<file path="src/rtl/battle_pkg.sv">
// battle_pkg: types and constants shared by the battle-turn logic.
// Holds the attack sequencer state enum, the attack ID type and the
// named attack IDs, and small helpers used to size and step values.
package battle_pkg;

  typedef enum logic [2:0] {
    ST_IDLE     = 3'd0,
    ST_PICK     = 3'd1,
    ST_WARN     = 3'd2,
    ST_ACTIVE   = 3'd3,
    ST_COOLDOWN = 3'd4
  } seq_state_t;

  typedef logic [1:0] attack_id_t;

  localparam attack_id_t ATK_BONES   = 2'd0;
  localparam attack_id_t ATK_BLASTER = 2'd1;
  localparam attack_id_t ATK_SPEARS  = 2'd2;
  localparam attack_id_t ATK_RAIN    = 2'd3;

  // Largest of three phase lengths; sizes the shared phase timer.
  function automatic int unsigned max3(input int unsigned a,
                                       input int unsigned b,
                                       input int unsigned c);
    int unsigned m;
    m = a;
    if (b > m) m = b;
    if (c > m) m = c;
    return m;
  endfunction

  // Next attack ID in the ring of four, wrapping ATK_RAIN back to ATK_BONES.
  function automatic attack_id_t next_attack(input attack_id_t id);
    return id + 2'd1;
  endfunction

endpackage

</file>
<file path="src/rtl/phase_timer.sv">
// phase_timer: loadable down-counter shared by every phase of a turn.
// load copies value into the counter; otherwise it counts down to zero
// and stops. expire is high while the count is 1, i.e. in the last cycle
// of the phase that was loaded, so the owner can change phase on that edge.
module phase_timer #(
  parameter int WIDTH = 8
) (
  input  logic             clk,
  input  logic             rst_n,
  input  logic             load,
  input  logic [WIDTH-1:0] value,
  output logic             expire
);

  logic [WIDTH-1:0] count_q;
  logic [WIDTH-1:0] count_d;

  // Next count: reload wins, else decrement until the counter rests at zero.
  always_comb begin
    count_d = count_q;
    if (load) begin
      count_d = value;
    end else if (count_q != '0) begin
      count_d = count_q - WIDTH'(1);
    end
  end

  // Count register, cleared asynchronously.
  always_ff @(posedge clk or negedge rst_n) begin
    if (!rst_n) begin
      count_q <= '0;
    end else begin
      count_q <= count_d;
    end
  end

  assign expire = (count_q == WIDTH'(1));

endmodule

</file>
<file path="src/rtl/attack_sequencer.sv">
// attack_sequencer: turns a start request plus the 2-bit LFSR value into a
// timed enemy attack turn (PICK, WARN, ACTIVE, COOLDOWN), then reports
// completion with turn_done and a wrapping turn_count. All outputs are
// registered. Optional macro ATTACK_NO_REPEAT_EN stops two consecutive
// turns from picking the same attack ID.
module attack_sequencer
  import battle_pkg::*;
#(
  parameter int unsigned WARN_CYCLES     = 25_000_000,
  parameter int unsigned ACTIVE_CYCLES   = 150_000_000,
  parameter int unsigned COOLDOWN_CYCLES = 25_000_000
) (
  input  logic       CLOCK_50,
  input  logic       resetn,
  input  logic [1:0] random_num,
  input  logic       start_turn,
  input  logic       abort,
  output logic [1:0] attack_id,
  output logic       warn,
  output logic       attack_active,
  output logic       busy,
  output logic       turn_done,
  output logic [7:0] turn_count
);

  localparam int unsigned MAX_CYCLES = max3(WARN_CYCLES, ACTIVE_CYCLES, COOLDOWN_CYCLES);
  localparam int TIMER_W = $clog2(MAX_CYCLES) + 1;

  seq_state_t state_q, state_d;
  attack_id_t attack_id_q, attack_id_d;
  logic       warn_q, warn_d;
  logic       active_q, active_d;
  logic       busy_q, busy_d;
  logic       turn_done_q, turn_done_d;
  logic [7:0] turn_count_q, turn_count_d;

  logic               timer_load;
  logic [TIMER_W-1:0] timer_value;
  logic               timer_expire;
  attack_id_t         pick_id;

  phase_timer #(
    .WIDTH(TIMER_W)
  ) u_phase_timer (
    .clk    (CLOCK_50),
    .rst_n  (resetn),
    .load   (timer_load),
    .value  (timer_value),
    .expire (timer_expire)
  );

`ifdef ATTACK_NO_REPEAT_EN
  attack_id_t last_id_q, last_id_d;
  logic       last_valid_q, last_valid_d;

  // Bump the random pick by one when it would repeat the previous turn's ID.
  always_comb begin
    pick_id = random_num;
    if (last_valid_q && (random_num == last_id_q)) begin
      pick_id = next_attack(last_id_q);
    end
  end

  // Remember the ID of the last completed pick; abort leaves it untouched.
  always_comb begin
    last_id_d    = last_id_q;
    last_valid_d = last_valid_q;
    if ((state_q == ST_PICK) && !abort) begin
      last_id_d    = pick_id;
      last_valid_d = 1'b1;
    end
  end

  // Last-pick history registers.
  always_ff @(posedge CLOCK_50 or negedge resetn) begin
    if (!resetn) begin
      last_id_q    <= ATK_BONES;
      last_valid_q <= 1'b0;
    end else begin
      last_id_q    <= last_id_d;
      last_valid_q <= last_valid_d;
    end
  end
`else
  assign pick_id = random_num;
`endif

  // Next state, timer reloads, pick, completion, then outputs from the next state.
  always_comb begin
    state_d      = state_q;
    attack_id_d  = attack_id_q;
    turn_done_d  = 1'b0;
    turn_count_d = turn_count_q;
    timer_load   = 1'b0;
    timer_value  = '0;

    if (abort) begin
      state_d = ST_IDLE;
    end else begin
      case (state_q)
        ST_IDLE: begin
          if (start_turn) begin
            state_d = ST_PICK;
          end
        end
        ST_PICK: begin
          attack_id_d = pick_id;
          timer_load  = 1'b1;
          timer_value = TIMER_W'(WARN_CYCLES);
          state_d     = ST_WARN;
        end
        ST_WARN: begin
          if (timer_expire) begin
            timer_load  = 1'b1;
            timer_value = TIMER_W'(ACTIVE_CYCLES);
            state_d     = ST_ACTIVE;
          end
        end
        ST_ACTIVE: begin
          if (timer_expire) begin
            timer_load  = 1'b1;
            timer_value = TIMER_W'(COOLDOWN_CYCLES);
            state_d     = ST_COOLDOWN;
          end
        end
        ST_COOLDOWN: begin
          if (timer_expire) begin
            turn_done_d  = 1'b1;
            turn_count_d = turn_count_q + 8'd1;
            state_d      = ST_IDLE;
          end
        end
        default: begin
          state_d = ST_IDLE;
        end
      endcase
    end

    warn_d   = (state_d == ST_WARN);
    active_d = (state_d == ST_ACTIVE);
    busy_d   = (state_d != ST_IDLE);
  end

  // State and registered outputs, all cleared asynchronously.
  always_ff @(posedge CLOCK_50 or negedge resetn) begin
    if (!resetn) begin
      state_q      <= ST_IDLE;
      attack_id_q  <= ATK_BONES;
      warn_q       <= 1'b0;
      active_q     <= 1'b0;
      busy_q       <= 1'b0;
      turn_done_q  <= 1'b0;
      turn_count_q <= 8'd0;
    end else begin
      state_q      <= state_d;
      attack_id_q  <= attack_id_d;
      warn_q       <= warn_d;
      active_q     <= active_d;
      busy_q       <= busy_d;
      turn_done_q  <= turn_done_d;
      turn_count_q <= turn_count_d;
    end
  end

  assign attack_id     = attack_id_q;
  assign warn          = warn_q;
  assign attack_active = active_q;
  assign busy          = busy_q;
  assign turn_done     = turn_done_q;
  assign turn_count    = turn_count_q;

endmodule

</file>
<file path="config.mk">
export PLATFORM = sky130hd
export DESIGN_NAME = attack_sequencer
export DESIGN_NICKNAME = d
export VERILOG_FILES = /design/src/rtl/battle_pkg.sv /design/src/rtl/phase_timer.sv /design/src/rtl/attack_sequencer.sv
export SDC_FILE = /design/constraint.sdc
export NUM_CORES = 1
export LEC_CHECK = 0
export ABC_AREA = 1
export ABC_CLOCK_PERIOD_IN_PS = 2300
export BUFFER_PORTS_ARGS = -buffer_cell sky130_fd_sc_hd__buf_4
export CAP_MARGIN = 5
export CORE_MARGIN = 3
export CORE_UTILIZATION = 45
export CTS_CLUSTER_SIZE = 28
export DETAILED_ROUTE_END_ITERATION = 10
export REMOVE_ABC_BUFFERS = 1
export SYNTH_ARGS = -nofsm -noshare
export SYNTH_HDL_FRONTEND = slang
export SYNTH_SLANG_ARGS = --single-unit
</file>
<file path="constraint.sdc">
create_clock -name CLOCK_50 -period 2.3 [get_ports CLOCK_50]
set_clock_uncertainty 0.05 [all_clocks]
set_input_delay 0.23 -clock CLOCK_50 [delete_from_list [all_inputs] [get_ports CLOCK_50]]
set_output_delay 0.23 -clock CLOCK_50 [all_outputs]
set_load 0.005 [all_outputs]
</file>
## Word-level counts from Yosys, hierarchy flattened

Index checks and enable logic that the tools add are counted.

| operators by class | value |
|---|---|
| reduce and logical (&&, ||, !) cells | 7 |
| equality and inequality tests | 7 |
| multiplexer cells | 17 |
| add/sub/neg operators | 2 |
| bitwise gates (word level) | 1 |

Operators with widths:

| operator | number |
|---|---|
| one-hot mux 28 bit (3 select lines) | 1 |
| two-way mux 29 bit | 2 |
| two-way mux 28 bit | 2 |
| equality test 29 x 1 -> 1 bit (second input constant) | 1 |
| nonzero test 29 bit | 1 |
| subtractor 29 x 1 -> 29 bit (second input constant) | 1 |
| two-way mux 25 bit | 1 |
| two-way mux 3 bit | 5 |
| one-hot mux 3 bit (5 select lines) | 1 |
| equality test 3 x 2 -> 1 bit (second input constant) | 4 |
| adder 8 x 1 -> 8 bit (second input constant) | 1 |
| two-way mux 1 bit | 4 |
| equality test 3 x 1 -> 1 bit (second input constant) | 1 |
| equality test 3 bit (second input constant) | 1 |
| zero test 3 bit | 1 |
| AND reduction 3 bit | 1 |
| nonzero test 3 bit | 1 |
| one-hot mux 1 bit (2 select lines) | 1 |
| AND reduction 2 bit | 1 |
| nonzero test 2 bit | 1 |
| OR reduction 2 bit | 1 |
| inverter 1 bit | 1 |

| storage, ports and cells | value |
|---|---|
| logic and storage cells | 42 |
| flip-flop bits (word level) | 46 |
| output and inout port bits | 14 |

## Depth between registers and ports, before layout

Gate-level depths: netlist of run 1.

| logic depth | value |
|---|---|
| depth in word-level cells | 5 |
| gate-level depth with buffers | 12 |
| mapped depth without buffers | 12 |

## Modules after synthesis

A second synthesis of run 1 with hierarchy kept.

| second synthesis, totals | value |
|---|---|
| cells, all modules | 457 |
| area, all modules | 3150.5 um^2 |

Modules (own cells, without submodules):

| module | seq. area each (um^2) | cells each | area each (um^2) | instances |
|---|---|---|---|---|
| phase_timer | 725.7 | 353 | 2283.4 | 1 |
| attack_sequencer | 425.4 | 104 | 867.1 | 1 |

## Worst setup path after synthesis of run 1

No wires, ideal clock.

| path | value |
|---|---|
| kind | register -> register |
| start | register u_phase_timer.count_q[0] |
| end | register u_phase_timer.count_q[10] |
| data arrival time | 1.499 ns |
| setup slack | 0.640 ns |
| data required time | 2.139 ns |
| stages on the path, launching flop included | 9 |
| clock period less this slack | 1.660 ns |
| path through | dfrtp_1 inv_1 ha_1 nand4_1 nor3_4 nand3_2 buf_8 nand2_2 inv_2 |

| on the way | value |
|---|---|
| cells in the longest elaborated chain, start to end | 5 |
| elaborated cells on any way between the ends | 9 |
| classes of those cells | add/sub (1); eq/ne (1); mux (5); reduce/logical (2) |

Ends and longest elaborated chain:

| element | line | source |
|---|---|---|
| from (decl) | phase_timer.sv:15 | `logic [WIDTH-1:0] count_q;` |
| from (signal assigned) | phase_timer.sv:33 | `count_q <= count_d;` |
| branches (longest 5 deep; another with subtractor 29 x 1 -> 29 bit) | n/a |  |

Parallel ways; which one is timed is not known. The select of a mux whose other input is x is not followed.
A chain may end at the register's enable or synchronous reset.

## Worst setup path after layout of run 1

| path | value |
|---|---|
| start | register u_phase_timer.count_q[0] |
| end | register u_phase_timer.count_q[14] |

| on the way | value |
|---|---|
| cells in the longest elaborated chain, start to end | 5 |
| elaborated cells on any way between the ends | 13 |
| classes of those cells | add/sub (1); eq/ne (1); mux (9); reduce/logical (2) |

Ends and longest elaborated chain:

| element |
|---|
| branches (longest 5 deep; another with subtractor 29 x 1 -> 29 bit) |

Parallel ways; which one is timed is not known. The select of a mux whose other input is x is not followed.

==> impl_metrics.env, run 1 <==
export IMPL_min_path_type="primary input to register"
export IMPL_yosysWarnings=0
export IMPL_post_cts_buffers=0
export IMPL_dpl_hpwl_mm=4.72
export IMPL_grt_first_pass_wirelength_mm=10.9
export IMPL_clkTransAtPathRegs_ns=0.10
export IMPL_initial_core_util=0.471
export IMPL_pre_cts_slack_ns=0.203
export IMPL_cts_resized_gates=0
export IMPL_rsz0062_at_grt="no"
export IMPL_maxSlewHeadroom=0.607
export IMPL_die_h_um=85.2
export IMPL_maxCapViolations=0
export IMPL_antenna_found_initial=0
export IMPL_r2r_setup_slack_ns=0.20
export IMPL_vias_per_cell=4.96
export IMPL_ys_ff_latch=46
export IMPL_cts_hold_buf=1
export IMPL_stdcell_area_mm2=0.00315
export IMPL_synthTopCellsByArea="dfrtp_1, nand2_1, nor2_1, nand3_1, inv_1"
export IMPL_root_buffer="clkbuf_8"
export IMPL_track_usage=0.190
export IMPL_coreArea_mm2=0.00599
export IMPL_r2r_end="u_phase_timer.count_q[14]$_DFFE_PN0P_"
export IMPL_dr_total_vias=2326
export IMPL_crit_type="register to register"
export IMPL_syn_area_per_cell_um2=7.68
export IMPL_wl_mm=6.17
export IMPL_synth_cells=367
export IMPL_final_common_cell="nand2_1"
export IMPL_dieWidth_um=85.2
export IMPL_min_to="attack_id[1]$_DFFE_PN0P_"
export IMPL_synth_largest_area_cell="dfrtp_1"
export IMPL_place_congestion=1.06
export IMPL_min_period_ns=2.10
export IMPL_fin_nets=403
export IMPL_synth_top_cell_area_share=0.408
export IMPL_grt_pass1_vias=2298
export IMPL_path_max_fanout=13
export IMPL_area_growth_pct=11.6
export IMPL_grt_overflow_total=0
export IMPL_synth_seq_area_share=0.408
export IMPL_critPathLaunchType="register"
export IMPL_status="finished, final reports clean"
export IMPL_io_buffers=19
export IMPL_die_area_mm2=0.00725
export IMPL_n_antenna_cell=0
export IMPL_setup_viol=0
export IMPL_slew_viol_final=0
export IMPL_cts_buffers=5
export IMPL_finalHoldViolations=0
export IMPL_min_path_cells=3
export IMPL_reg2reg_depth=6
export IMPL_io_pins=20
export IMPL_setup_tns_ns=0
export IMPL_holdWs_ns=0.0644
export IMPL_synth_area_mm2=0.00282
export IMPL_fin_ws_ns=0.201
export IMPL_fillers=590
export IMPL_hold_start="random_num[1]"
export IMPL_drc_errors=0
export IMPL_final_layout_size_suffix_gt1_frac=0.193
export IMPL_ys_types=30
export IMPL_cts_tree="built"
export IMPL_fmax_mhz=476
export IMPL_clock_sinks=46
export IMPL_cts_htree_levels=2
export IMPL_drtPass1Iterations=4
export IMPL_placed_cell_area_mm2=0.00304
export IMPL_clock_latency_ns=0.32
export IMPL_final_antenna_net_count=0
export IMPL_end_kind="register"
export IMPL_peakVddDrop_mv=0.374
export IMPL_rows=28
export IMPL_grt_start_max_net_pins=47
export IMPL_tightestPinTransition_ns=0.589
export IMPL_cts_path_max_buffers=2
export IMPL_cp_arrival_ns=2.25
export IMPL_final_cell_mix="nand2_1, nor2_1, dfrtp_1"
export IMPL_p_per_area_mw_per_mm2=796
export IMPL_final_period_utilization=0.913
export IMPL_p_leak_nw=1.69
export IMPL_p_total_mw=2.50
export IMPL_worstReg2RegStart="u_phase_timer.count_q[0]$_DFFE_PN0P_"
export IMPL_required_ns=2.45
export IMPL_routedWlPerCell_um=13.2
export IMPL_drt_iter0_markers=119
-- Yosys cell counts (all sizes together) --
cell type    n
nand4       11
nand2      104
a21oi        6
o21ai        6
buf          3
nand3       31
nor3         9
o21a         4
xor2        12
xnor2       11
ha           4
o21bai       2
dfrtp       46
nor2        67
clkbuf       1
or2          1
nand3b       3
inv         46
-- per-stage QoR --
step | utilization | std cells
3_3_place_gp | 0.507 | 460
2_1_floorplan | - | 363
3_5_place_dp | 0.507 | 460
6_report | 0.525 | 469
4_1_cts | 0.525 | 469
5_1_grt | 0.525 | 469
-- power breakdown --
part	leakage [nW]	total (mW)	internal (mW)	switching, mW
logic	1.07	0.833	0.307	0.526
registers	0.575	1.12	0.960	0.160
clock network	0.0478	0.550	0.248	0.302
-- registers in the layout, indices dropped and copies added (netlist names) --
register	count
attack_active	1
warn	1
turn_count	8
attack_id	2
state_q	3
busy	1
turn_done	1
u_phase_timer.count_q	29
-- logic make-up after synthesis --
logic type / after synthesis / share of synthesized area
buf+inv: 50 / 0.0759
simple gates: 226 / 0.390
flops: 46 / 0.408
xor+xnor: 23 / 0.0714
compound gates: 18 / 0.0373
fa+ha+maj: 4 / 0.0177
-- area by class of cell --
type,instances,area [um2],share of cell area
Clock buffer,6,82.6,0.0262
Clock inverter,2,16.3,0.00517
Inverter,46,173,0.0549
Multi-Input combinational cell,271,1460,0.462
Sequential cell,46,1150,0.366
Tap cell,75,93.8,0.0298
Timing Repair Buffer,23,175,0.0557
-- per-layer routing --
metal,share of wire,track usage,up-vias
met3,0.041,0.0301,10
met4,0.020,0.0734,0
li1,-,-,1195
met1,0.47,0.251,1081
met5,0,0,-
met2,0.47,0.314,40
-- worst max-delay path by stage --
stage / start / endpoint / slack (ns)
global route: u_phase_timer.count_q[0]$_DFFE_PN0P_ / u_phase_timer.count_q[14]$_DFFE_PN0P_ / 0.03
finish: u_phase_timer.count_q[0]$_DFFE_PN0P_ / u_phase_timer.count_q[14]$_DFFE_PN0P_ / 0.20
CTS: u_phase_timer.count_q[0]$_DFFE_PN0P_ / u_phase_timer.count_q[14]$_DFFE_PN0P_ / 0.17
floorplan: u_phase_timer.count_q[0]$_DFFE_PN0P_ / u_phase_timer.count_q[14]$_DFFE_PN0P_ / 0.54
detailed placement: u_phase_timer.count_q[0]$_DFFE_PN0P_ / u_phase_timer.count_q[14]$_DFFE_PN0P_ / 0.20
global placement: u_phase_timer.count_q[0]$_DFFE_PN0P_ / u_phase_timer.count_q[22]$_DFFE_PN0P_ / 0.23
-- worst max-delay path: stages, from the launching register on --
cell	delay (ns)
dfrtp_1	0.41
inv_1	0.12
ha_1	0.17
nand4_1	0.25
nor3_4	0.38
nand3_2	0.37
o21a_1	0.23
(Power assumes the default switching activity.)
==> run 2: changes to the inputs <==
- ABC_CLOCK_PERIOD_IN_PS: 2300 -> 1900
- clock period: 2.3 -> 1.9 ns (I/O delays scaled with it)
==> run 2 against run 1 <==
Net effect:
- maximum frequency up 15%
- global-route usage down 0.076 points
- sequential power up 21%
- critical endpoint is now turn_count[4]$_DFFE_PN0P_
- largest cell class unchanged
==> impl_metrics.env, run 2 (synthesis gave the netlist of run 1 again) <==
export IMPL_track_usage=0.189
export IMPL_final_common_cell="nand2_1"
export IMPL_routedWlPerCell_um=13.3
export IMPL_place_congestion=0.925
export IMPL_crit_type="register to register"
export IMPL_min_period_ns=1.83
export IMPL_cts_htree_levels=2
export IMPL_coreArea_mm2=0.00599
export IMPL_fin_nets=426
export IMPL_grt_overflow_total=0
export IMPL_clkTransAtPathRegs_ns=0.10
export IMPL_fillers=553
export IMPL_cp_slowest_stage_delay_ns=0.42
export IMPL_clock_latency_ns=0.31
export IMPL_drtPass1Iterations=4
export IMPL_io_pins=20
export IMPL_pre_cts_slack_ns=0.0642
export IMPL_min_to="attack_id[0]$_DFFE_PN0P_"
export IMPL_largest_reg_flops=29
export IMPL_final_period_utilization=0.962
export IMPL_final_cell_mix="nand2_1, nor2_1, dfrtp_1"
export IMPL_die_area_mm2=0.00725
export IMPL_drc_errors=0
export IMPL_rows=28
export IMPL_initial_core_util=0.471
export IMPL_required_ns=2.09
export IMPL_clock_sinks=46
export IMPL_dieWidth_um=85.2
export IMPL_cp_arrival_ns=2.02
export IMPL_maxSlewHeadroom=0.612
export IMPL_p_leak_nw=1.82
export IMPL_final_layout_size_suffix_gt1_frac=0.259
export IMPL_vias_per_cell=4.92
export IMPL_dpl_hpwl_mm=4.89
export IMPL_hold_start="random_num[0]"
export IMPL_r2r_end="turn_count[4]$_DFFE_PN0P_"
export IMPL_n_antenna_cell=0
export IMPL_finalHoldViolations=0
export IMPL_critPathSlowestCell="dfrtp_1"
export IMPL_grt_first_pass_wirelength_mm=11.1
export IMPL_regMostFlops="u_phase_timer.count_q"
export IMPL_slew_viol_final=0
export IMPL_critPathLaunchType="register"
export IMPL_p_per_area_mw_per_mm2=982
export IMPL_wl_mm=6.53
export IMPL_finalCoreUtilization=0.572
export IMPL_grt_start_max_net_pins=47
export IMPL_min_path_type="primary input to register"
export IMPL_path_max_fanout=9
export IMPL_reg2reg_depth=9
export IMPL_fmax_mhz=547
export IMPL_status="finished, final reports clean"
export IMPL_final_antenna_net_count=0
export IMPL_cts_buffers=5
export IMPL_antenna_found_initial=0
export IMPL_tightestPinTransition_ns=0.582
export IMPL_setup_viol=0
export IMPL_fin_ws_ns=0.0728
export IMPL_end_kind="register"
export IMPL_grt_pass1_vias=2322
export IMPL_die_h_um=85.2
export IMPL_maxCapViolations=0
export IMPL_dr_total_vias=2420
export IMPL_cts_path_max_buffers=2
export IMPL_crit_chain="nor2_1 > nand2_1 > nor2_4 > nand2_4 > nor2_8 > buf_12 > nand3b_4 > nor2_2 > xor2_1"
export IMPL_worstReg2RegStart="u_phase_timer.count_q[4]$_DFFE_PN0P_"
export IMPL_cts_tree="built"
export IMPL_drt_iter0_markers=184
export IMPL_io_buffers=19
export IMPL_root_buffer="clkbuf_8"
export IMPL_rsz0062_at_grt="yes"
export IMPL_r2r_setup_slack_ns=0.07
export IMPL_min_path_cells=3
export IMPL_area_growth_pct=21.5
export IMPL_peakVddDrop_mv=0.502
-- run 2: cell count changes in the layout (fill, tap and decap cells not counted), moves of 2 or more --
cell / previous run / this run
buf_12: 0 / 3
buf_4: 22 / 41
dfrtp_1: 46 / 44
dfrtp_2: 0 / 2
inv_1: 34 / 32
inv_2: 12 / 14
nand2_1: 90 / 88
nand2_2: 11 / 13
nor2_1: 53 / 50
nor2_2: 12 / 8
nor2_4: 0 / 7
-- run 2: timing repair --
| item | 4_1_cts | 5_1_grt |
|---|---|---|
| buffers inserted | 0 | 4 |
| hold endpoints to repair | 46 | 0 |
| gates resized for setup | 0 | 16 |
| hold buffers | 1 | 0 |
| setup endpoints to repair | 0 | 37 |
-- run 2: routing by layer --
metal  share of wire  global-route usage  up-vias
met5               0                   0        -
met4          0.0089              0.0460        0
met3           0.033              0.0301        4
met2            0.48               0.310       42
met1            0.48               0.263     1122
li1                -                   -     1252
-- run 2: where the power goes --
part | switching, mW | internal (mW)
sequential | 0.196 | 1.16
clock | 0.377 | 0.402
combinational | 0.716 | 0.511
total | 1.29 | 2.08
-- run 2: cell type report --
type	instances	area [um2]	share of cell area
sequential	46	1150	0.337
clock buffer	5	68.8	0.0201
inverter	46	173	0.0504
timing repair buffer	45	378	0.110
clock inverter	3	47.5	0.0139
tap	75	93.8	0.0274
multi-input combinational	272	1510	0.441
-- run 2: how the worst max path moves through the flow --
stage / from / endpoint / slack (ns)
detailed placement: u_phase_timer.count_q[4]$_DFFE_PN0P_ / u_phase_timer.count_q[14]$_DFFE_PN0P_ / 0.06
finish: u_phase_timer.count_q[4]$_DFFE_PN0P_ / turn_count[4]$_DFFE_PN0P_ / 0.07
global placement: u_phase_timer.count_q[4]$_DFFE_PN0P_ / u_phase_timer.count_q[20]$_DFFE_PN0P_ / 0.04
floorplan: u_phase_timer.count_q[0]$_DFFE_PN0P_ / u_phase_timer.count_q[14]$_DFFE_PN0P_ / 0.14
global route: u_phase_timer.count_q[4]$_DFFE_PN0P_ / u_phase_timer.count_q[24]$_DFFE_PN0P_ / -0.02
CTS: u_phase_timer.count_q[15]$_DFFE_PN0P_ / u_phase_timer.count_q[22]$_DFFE_PN0P_ / 0.04
-- run 2: critical path, delay by kind of cell (launching register included) --
kind | cells | cell delay [ns]
buf+inv | 1 | 0.12
flops | 1 | 0.42
xor+xnor | 1 | 0.14
simple gates | 7 | 1.03
-- run 2: stage by stage --
step                TNS, ns  hold WS, ns  power, mW  area (um2)  cells
global placement          0        0.187       2.49        3210    478
detailed placement        0        0.190       2.50        3210    478
global route         -0.134       0.0517       3.62        3430    492
CTS                       0       0.0274       3.29        3340    487
finish                    0       0.0308       3.37        3430    492
floorplan                 0       -0.156       2.11        2780    363
==> run 3: changes to the inputs <==
- BUFFER_PORTS_ARGS: -buffer_cell sky130_fd_sc_hd__buf_4 -> unset
- DONT_BUFFER_PORTS: unset -> 1
==> run 3 against run 2 <==
Net effect:
- die area stayed put
- clock-buffer cell count did not move
- core utilization down 1.0 points
- combinational power decreased by 3%
- via count fell by 0.95%
- first-iteration DRC count fell by 47%
- maximum frequency shrank 0.46%
- register-to-register slack about the same
- non-clock buffer count is 13 lower
- design area decreased by 1.8%
- clock power fell by 3.1%
- global-route usage rose by 0.14 points
==> impl_metrics.env, run 3 (synthesis gave the netlist of run 1 again) <==
export IMPL_critPathMostFrequentCell="nor2_8"
export IMPL_grt_overflow_total=0
export IMPL_maxCapViolations=0
export IMPL_tightestPinTransition_ns=0.428
export IMPL_p_leak_nw=1.75
export IMPL_crit_family="simple AND/OR/NAND/NOR gates"
export IMPL_maxSlewHeadroom=0.714
export IMPL_root_buffer="clkbuf_8"
export IMPL_end_kind="register"
export IMPL_dieWidth_um=85.2
export IMPL_finalHoldViolations=0
export IMPL_min_period_ns=1.84
export IMPL_n_antenna_cell=0
export IMPL_final_period_utilization=0.966
export IMPL_final_common_cell="nand2_1"
export IMPL_seq_area_mm2=0.00116
export IMPL_die_area_mm2=0.00725
export IMPL_final_antenna_net_count=0
export IMPL_critPathSlowestCell="dfrtp_1"
export IMPL_placed_cell_area_mm2=0.00307
export IMPL_cp_arrival_ns=2.02
export IMPL_clock_latency_ns=0.31
export IMPL_regMostFlops="u_phase_timer.count_q"
export IMPL_cp_slowest_stage_delay_ns=0.42
export IMPL_coreArea_mm2=0.00599
export IMPL_rows=28
export IMPL_clock_sinks=46
export IMPL_status="finished, final reports clean"
export IMPL_clkTransAtPathRegs_ns=0.09
export IMPL_grt_first_pass_wirelength_mm=10.9
export IMPL_final_cell_mix="nand2_1, nor2_1, dfrtp_1"
export IMPL_critPathLaunchType="register"
export IMPL_stdcell_area_mm2=0.00337
export IMPL_p_sw_frac=0.386
export IMPL_cts_tree="built"
export IMPL_wl_mm=6.59
export IMPL_vias_per_cell=5.00
export IMPL_drt_iter0_markers=97
export IMPL_fin_ws_ns=0.0643
export IMPL_clkPwrFrac=0.227
export IMPL_p_total_mw=3.32
export IMPL_power_frac_seq=0.415
export IMPL_dr_total_vias=2397
export IMPL_pre_cts_slack_ns=0.0420
export IMPL_cts_htree_levels=2
export IMPL_antenna_found_initial=0
export IMPL_required_ns=2.09
export IMPL_p_comb_frac=0.358
export IMPL_cts_buffers=5
export IMPL_path_max_fanout=9
export IMPL_slew_viol_final=0
export IMPL_cp_buffers_inverters=1
export IMPL_fin_nets=413
export IMPL_fmax_mhz=545
export IMPL_rsz0062_at_grt="yes"
export IMPL_drtPass1Iterations=4
export IMPL_peakVddDrop_mv=0.560
export IMPL_p_sw_mw=1.28
export IMPL_place_congestion=0.886
export IMPL_fillers=560
export IMPL_io_pins=20
export IMPL_grt_start_max_net_pins=47
export IMPL_cts_path_max_buffers=2
export IMPL_crit_chain="nor2_2 > nand2_2 > nor2_8 > nand2_4 > nor2_8 > buf_12 > nand3b_4 > nor2_1 > xor2_1"
export IMPL_p_per_area_mw_per_mm2=987
export IMPL_place_inst=459
export IMPL_crit_type="register to register"
export IMPL_io_buffers=0
export IMPL_initial_core_util=0.471
export IMPL_die_h_um=85.2
export IMPL_multiInputGateArea_mm2=0.00152
export IMPL_drc_errors=0
export IMPL_intPower_mw=2.04
export IMPL_track_usage=0.191
export IMPL_final_layout_size_suffix_gt1_frac=0.250
export IMPL_holdWs_ns=0.00754
export IMPL_final_instance_count_excl_fill=479
export IMPL_largest_reg_flops=29
export IMPL_dpl_hpwl_mm=4.84
export IMPL_min_path_type="primary input to register"
export IMPL_routedWlPerCell_um=13.8
export IMPL_setup_viol=0
export IMPL_area_growth_pct=19.4
export IMPL_grt_pass1_vias=2318
run 3: changes by cell type in the layout (fill, tap and decap cells not counted), moves of 2 or more:
cell,delta
nor2_2,+5
dlygate4sd3_1,+2
dfrtp_2,+2
dfrtp_1,-2
nor2_1,-4
buf_4,-16
run 3: repair_timing:
action	in CTS	in global routing
buffers inserted	0	7
gates resized for setup	0	24
hold buffers	4	0
hold endpoints to repair	48	0
setup endpoints to repair	0	40
run 3: worst paths after layout:
| kind | from | end | slack (ns) | cells past startpoint |
|---|---|---|---|---|
| setup reg to reg | u_phase_timer.count_q[12]$_DFFE_PN0P_ | turn_count[4]$_DFFE_PN0P_ | 0.06 | 9 |
| hold / removal | abort | attack_id[1]$_DFFE_PN0P_ | 0.008 | 3 |
| hold reg to reg | attack_id[1]$_DFFE_PN0P_ | attack_id[1]$_DFFE_PN0P_ | 0.46 | 2 |
| min in group asynchronous | resetn | u_phase_timer.count_q[22]$_DFFE_PN0P_ | 0.32 | 2 |
| setup / recovery | u_phase_timer.count_q[12]$_DFFE_PN0P_ | turn_count[4]$_DFFE_PN0P_ | 0.06 | 9 |
| max in group asynchronous | resetn | u_phase_timer.count_q[6]$_DFFE_PN0P_ | 1.24 | 2 |
run 3: per-layer routing:
layer	GRT usage	part of all wire
met1	0.250	0.47
met2	0.314	0.47
met3	0.0417	0.044
met4	0.0619	0.016
met5	0	0
run 3: power groups by stage:
stage / combinational [mW] / sequential [mW] / clock (mW)
final: 1.19 / 1.38 / 0.755
after CTS: 1.11 / 1.35 / 0.773
after global routing: 1.37 / 1.40 / 0.812
after detailed placement: 1.08 / 1.36 / 0
after global placement: 1.07 / 1.36 / 0
after floorplan: 0.786 / 1.32 / 0
run 3: final cells by class:
class / count / area share
flip-flops and latches: 46 / 0.343
inverters: 46 / 0.0520
well taps: 75 / 0.0279
multi-input cells: 272 / 0.453
repair buffers: 32 / 0.0907
clock buffers: 5 / 0.0204
clock inverters: 3 / 0.0130
run 3: metrics by stage:
stage          TNS, ns   util
2_1_floorplan        0      -
3_5_place_dp         0  0.512
4_1_cts              0  0.541
6_report             0  0.562
5_1_grt         -0.196  0.562
3_3_place_gp         0  0.512
run 3: worst reg2reg max path, delay by kind of cell, from the launching register on:
family                 cells  cell delay, ns
XOR/XNOR                   1            0.15
buffers and inverters      1            0.12
flip-flops                 1            0.42
AND/OR/NAND/NOR            7            1.02
